### src/rtl/piso_pkg.sv
// Shared definitions for the parallel-in serial-out transmitter.
// FSM state encodings and a counter-width helper.
package piso_pkg;

    localparam logic [1:0] ST_IDLE  = 2'd0;
    localparam logic [1:0] ST_SHIFT = 2'd1;
    localparam logic [1:0] ST_GAP   = 2'd2;

    typedef enum logic [1:0] {
        S_IDLE  = ST_IDLE,
        S_SHIFT = ST_SHIFT,
        S_GAP   = ST_GAP
    } state_t;

    // Width needed to count 0..v-1, never narrower than one bit.
    function automatic int clog2_min1(input int v);
        return (v <= 2) ? 1 : $clog2(v);
    endfunction

endpackage

### src/rtl/piso_serializer.sv
// Purpose: WIDTH-bit word in via valid/ready, shifted out MSB-first on dout with dout_en strobe.
// Latency: first bit one cycle after the handshake; done one cycle after the last bit.
// Backpressure: din_ready is high only in IDLE; din_valid at any other time is ignored.
module piso_serializer
    import piso_pkg::*;
#(
    parameter int WIDTH = 4,
    parameter int GAP   = 0
) (
    input  logic             clk,
    input  logic             rst,
    input  logic [WIDTH-1:0] din,
    input  logic             din_valid,
    output logic             din_ready,
    output logic             dout,
    output logic             dout_en,
    output logic             busy,
    output logic             done
);

    localparam int CW = clog2_min1(WIDTH);
    localparam int GW = clog2_min1(GAP + 1);
    localparam logic [CW-1:0] BIT_LAST = CW'(WIDTH - 1);
    localparam logic [GW-1:0] GAP_LAST = GW'((GAP > 0) ? GAP - 1 : 0);

    state_t           state;
    logic [WIDTH-1:0] shreg;
    logic [CW-1:0]    bcnt;
    logic [GW-1:0]    gcnt;
    logic             done_q;

    always_ff @(posedge clk) begin
        if (rst) begin
            state  <= S_IDLE;
            shreg  <= '0;
            bcnt   <= '0;
            gcnt   <= '0;
            done_q <= 1'b0;
        end else begin
            done_q <= 1'b0;
            case (state)
                S_IDLE: begin
                    if (din_valid) begin
                        shreg <= din;
                        bcnt  <= '0;
                        state <= S_SHIFT;
                    end
                end
                S_SHIFT: begin
                    shreg <= {shreg[WIDTH-2:0], 1'b0};
                    if (bcnt == BIT_LAST) begin
                        // Counter wraps to 0 so it never holds a value above WIDTH-1.
                        bcnt   <= '0;
                        done_q <= 1'b1;
                        if (GAP > 0) begin
                            gcnt  <= '0;
                            state <= S_GAP;
                        end else begin
                            state <= S_IDLE;
                        end
                    end else begin
                        bcnt <= bcnt + CW'(1);
                    end
                end
                S_GAP: begin
                    if (gcnt == GAP_LAST) begin
                        gcnt  <= '0;
                        state <= S_IDLE;
                    end else begin
                        gcnt <= gcnt + GW'(1);
                    end
                end
                default: state <= S_IDLE;
            endcase
        end
    end

    // All outputs come from registered state only; nothing combinational from din/din_valid.
    assign dout_en   = (state == S_SHIFT);
    assign dout      = dout_en & shreg[WIDTH-1];
    assign busy      = (state == S_SHIFT) || (state == S_GAP);
    assign din_ready = (state == S_IDLE);
    assign done      = done_q;

endmodule
### config.mk
export PLATFORM = sky130hd
export DESIGN_NAME = piso_serializer
export DESIGN_NICKNAME = d
export VERILOG_FILES = /design/src/rtl/piso_pkg.sv /design/src/rtl/piso_serializer.sv
export SDC_FILE = /design/constraint.sdc
export NUM_CORES = 1
export LEC_CHECK = 0
export ABC_AREA = 1
export BUFFER_PORTS_ARGS = -buffer_cell sky130_fd_sc_hd__buf_2
export CAP_MARGIN = 20
export CORE_AREA = 3 3 40 42
export CTS_CLUSTER_DIAMETER = 60
export DETAILED_ROUTE_END_ITERATION = 8
export DIE_AREA = 0 0 43 45
export HOLD_SLACK_MARGIN = 0.06
export MAX_ROUTING_LAYER = met4
export PLACE_DENSITY = 0.57
export SLEW_MARGIN = 10
export SYNTH_ARGS = -nofsm -noshare
export SYNTH_HDL_FRONTEND = slang
export SYNTH_SLANG_ARGS = --single-unit
export TNS_END_PERCENT = 1
### constraint.sdc
create_clock -name clk -period 1.59 [get_ports clk]
set_input_delay 0.159 -clock clk [delete_from_list [all_inputs] [get_ports clk]]
set_output_delay 0.159 -clock clk [all_outputs]
set_load 0.01 [all_outputs]
==> Yosys cells after proc, flatten, opt, wreduce, memory -nomap -nowiden <==
Cells that the tools add are included.
{ "classes": {"n_bitwise": 2, "muxes": 11, "reduce_logical": 6, "n_eq_ne": 6, "add_sub_neg": 2} }
{ "op_table": {"columns": ["operator", "count"], "rows": [
  ["2-to-1 mux 2 bit", 5],
  ["case mux 4 bit (2 select lines)", 1],
  ["case mux 2 bit (3 select lines)", 1],
  ["equality test 2 bit (second input constant)", 2],
  ["2-to-1 mux 4 bit", 1],
  ["inequality test 2 bit (second input constant)", 2],
  ["case mux 2 bit (2 select lines)", 1],
  ["AND reduction 3 bit", 1],
  ["adder 2 x 1 -> 2 bit (second input constant)", 1],
  ["equality test 2 x 1 -> 1 bit (second input constant)", 1],
  ["zero test 2 bit", 1],
  ["2-to-1 mux 1 bit", 2],
  ["inequality test 2 x 1 -> 1 bit (second input constant)", 1],
  ["AND reduction 2 bit", 1],
  ["nonzero test 2 bit", 1],
  ["OR reduction 2 bit", 1],
  ["adder 1 bit (second input constant)", 1],
  ["bitwise AND 1 bit", 1],
  ["logical OR 1 bit", 1],
  ["inverter 1 bit", 1]
]} }
{ "word_totals": {"word_cells": 32, "input_bits": 7, "reg_bits": 10, "output_inout_bits": 5} }

==> Depth between registers and ports, before layout <==
{ "depth": {"ltp_word": 3, "depth_mapped": 6, "ltp_nobuf": 5} }

==> Worst setup path after synthesis <==
No wires, ideal clock.
{ "synth_timing": {"kind": "reg2reg", "startpoint": "reg state[0]", "endpoint": "reg shreg[1]", "slack_ps": 673, "required_time_ps": 1481, "stages_incl_launch_ff": 7, "period_less_slack_ps": 917, "path_buffers": 1, "setup_time_ps": 109, "arrival_ps": 808, "path_cell_list": "dfxtp_1 -> buf_6 -> inv_2 -> nand3_1 -> nand3_1 -> nand2_1 -> inv_1"} }
{ "synth_via": {"elab_chain_cells": 3, "elab_cells_between_ends": 6, "cone_classes": "eq/ne (2); mux (1); reduce/logical (3)"} }
{ "synth_lines": {"columns": ["item", "line_no", "text"], "rows": [
  ["from (decl)", "piso_serializer.sv:26", "state_t state;"],
  ["from (signal assigned)", "piso_serializer.sv:34", "state <= S_IDLE;"],
  ["from (signal assigned)", "piso_serializer.sv:46", "state <= S_SHIFT;"],
  ["from (signal assigned)", "piso_serializer.sv:57", "state <= S_GAP;"],
  ["zero test 2 bit *", null, null],
  ["named net din_ready", "piso_serializer.sv:14", "output logic din_ready,"],
  ["inequality test 2 bit (no source line) / nonzero test 2 bit (equally long branches)", null, null],
  ["AND reduction 2 bit (no source line)", null, null],
  ["to (signal assigned)", "piso_serializer.sv:44", "shreg <= din;"],
  ["to (signal assigned)", "piso_serializer.sv:50", "shreg <= {shreg[WIDTH-2:0], 1'b0};"],
  ["to (decl)", "piso_serializer.sv:27", "logic [WIDTH-1:0] shreg;"]
]} }
The timed path passes the listed nets; every way through them passes the cells marked *.
A chain may end at the register's enable or synchronous reset.

==> Worst setup path in the final report <==
{ "layout_timing": {"startpoint": "reg state[0]", "endpoint": "out din_ready"} }
{ "layout_via": {"elab_chain_cells": 1} }
{ "layout_lines": {"columns": ["item", "line_no", "text"], "rows": [
  ["zero test 2 bit", "piso_serializer.sv:82", "assign din_ready = (state == S_IDLE);"],
  ["to (decl)", "piso_serializer.sv:14", null]
]} }
Every way passes these cells.

==> summary.txt <==
Status
  • Outcome: finished, final reports clean

Timing
  • Final setup margin: 0.354 ns
  • Period utilisation layout: 0.778
  • Setup Skew: 0.0104 ns
  • Slew Viols, Final: 0
  • Setup TNS: 0 ns
  • Minimum clock period: roughly 1.2 ns
  • Setup repair after global routing missed its margin: false
  • Max-Slew Margin vs Limit: 0.743
  • Final setup viols: 0
  • Peak Freq: 809 MHz
  • Hold Vio Cnt, Final: 0
  • Least-Margin Pin Slew: 0.385 ns

Floorplanning
  • Die H: about 45 um
  • Core Rows: 13
  • I/O Pins: 12
  • Die extent in x: 43 um
  • Core area: 0.00128 sq mm
  • Starting density of the core: 0.273
  • Die area: just under 0.002 sq mm

Logic synthesis
  • Synth Warn #: 0
  • Yosys top cell by area: dfxtp_1
  • Post-synthesis sequential area ratio: 0.457
  • Ranking of synthesized cells by area: dfxtp_1 46%, nand2_1 16%, nand3_1 10%, inv_1 5.4%, nor2_1 5.4%
  • Count of cell types in the netlist: 12
  • Net Count, Synth: 56
  • Post-synthesis register bit count: 8
  • Mapped Cells: between 40 and 50
  • Syn avg cell area: 7.30 sq um
  • Synthesized area: 350 sq um
  • Top-area cell type share of the netlist area: 0.457

Critical path
  • Startpoint Class: register
  • Crit-path max FO: 11
  • Critical path, cell by cell: inv_2 > buf_2
  • CP max-delay cell: dfxtp_1
  • Origin of the worst setup path: state[0]
  • Worst setup EP type: output port
  • Critical Path AT: 1.08 ns
  • Critical path endpoint: din_ready
  • Crit Reg-Reg Startpoint: state[0]
  • CP required: between 1 and 1.5 ns
  • Worst path max stage delay: ~0.55 ns
  • Reg2reg setup slack: 0.58 ns
  • Cell count of the worst reg-to-reg path: 5
  • Setup Crit Path Kind: register to output port
  • Reg-to-reg endpoint: shreg[2]

CTS
  • Root buffer cell: clkbuf_4
  • Clock Pin Slew Worst Setup and Hold Paths: 0.06 ns
  • Worst skew pair latency: 0.25 ns
  • CTS buffer count: 3
  • CTS resizes: 0
  • Clk sinks: 8
  • CTS max path bufs: 2
  • Hold_buf cts: 0
  • Post-CTS setup buffer count: 0
  • TritonCTS clock tree: yes
  • H-tree depth: 1

Layout
  • Antenna diodes: 0
  • Layout cells sized above 1: 0.267
  • Finished Layout Cells: 75
  • Layout net count: 70
  • Fin area: 428 sq um
  • Layout area overhead: 22.1%

Min path
  • Class of the worst hold path: primary input to register

Power and ir drop
  • VDD IR max: 257 uV
  • Total power: between 0.0004 and 0.0005 W
  • Power Dens Cells: approximately 1000 mW/mm^2
  • Leakage Power: 0.234 nW

Detailed routing
  • Remaining DRCs: 0
  • Drt first pass iters: 4
  • Drt total wl: between 600 and 700 um
  • Vias/cell: roughly 4.3
  • DRT iter0 DRCs: 6
  • WL/cell: ~8.6 um
  • Detail Route Antenna Nets: 0
  • Routed vias: 322

Global routing
  • Largest net degree at the start of global routing: 12
  • All-Layer GR Usage: 0.0765
  • Total global routing overflow: 0
  • Vias in the first global route: between 200 and 300
  • Initial antenna violation count: 0
  • First-pass GRT wire length: approximately 990 um

Place
  • Placed inst area: 405 sq um
  • Placer congestion estimate: 0.670
  • Post-DP HPWL: a little under 500 um
  • Port bufs: 11
  • Placed Cells: between 70 and 80
  • Post-place setup slack: 0.582 ns

Run
  • Max-cap violations: 0
==> registers in the layout, indices dropped and copies added (netlist names) <==
register,cells
bcnt,2
shreg,4
done,1
state,1
==> logic make-up (layout without fill, tap and decap cells) <==
logic type / count (synthesis) / in the layout / synth area share
buf+inv: 8 / 20 / 0.118
fa+ha+maj: 1 / 1 / 0.0357
compound gates: 3 / 3 / 0.0428
flops: 8 / 8 / 0.457
simple gates: 28 / 28 / 0.346
==> cell usage after synthesis (all sizes together) <==
cell / count
a21oi: 2
buf: 2
dfxtp: 8
ha: 1
inv: 6
nand2: 15
nand3: 7
nor2: 6
o21ai: 1
==> critical path: cells and delay by family (launching register included) <==
kind | cells | cell delay [ns]
buffers and inverters | 2 | 0.27
flip-flops | 1 | 0.55
==> power breakdown <==
part / internal [W] / switching, W
Clock: 0.0000864 / 0.0000695
Sequential: 0.000212 / 0.0000105
Combinational: 0.0000220 / 0.0000278
Total: 0.000320 / 0.000108
==> cell usage in the layout, fill, tap and decap left out <==
cell      synthesis  layout
inv_2             1       1
nand2_1          15      15
inv_1             5       5
a21oi_1           2       2
clkbuf_4          0       3
ha_1              1       1
nor2_1            5       5
dfxtp_1           8       8
nor2_4            1       1
o21ai_0           1       1
buf_2             0      11
nand3_1           7       7
==> layer usage <==
layer,track usage,share of wire,up-vias
met5,-,0,-
met4,0.0904,0.025,0
met3,0.0239,0.048,2
met2,0.102,0.45,9
met1,0.0825,0.48,138
li1,-,-,173
==> worst min path at each step <==
stage | from | to | slack (ns) | cells after the start
finish | rst | bcnt[1] | 0.12 | 2
global route | rst | bcnt[1] | 0.13 | 2
CTS | rst | shreg[0] | 0.12 | 2
detailed placement | rst | shreg[0] | 0.38 | 2
global placement | rst | shreg[0] | 0.37 | 2
floorplan | rst | bcnt[1] | 0.23 | 1
==> layout make-up <==
class	count	area (sq um)
fill	150	857
sequential	8	160
multi-input combinational	32	149
timing repair buffer	11	55.1
clock buffer	3	22.5
inverter	6	22.5
tap	15	18.8
==> per-stage QoR <==
| stage | hold slack (ns) | utilization |
|---|---|---|
| finish | 0.122 | 0.333 |
| global route | 0.129 | 0.333 |
| CTS | 0.115 | 0.333 |
| detailed placement | 0.380 | 0.315 |
| global placement | 0.373 | 0.315 |
| floorplan | 0.228 | - |
Note: power is estimated with default switching activity, not from simulation.
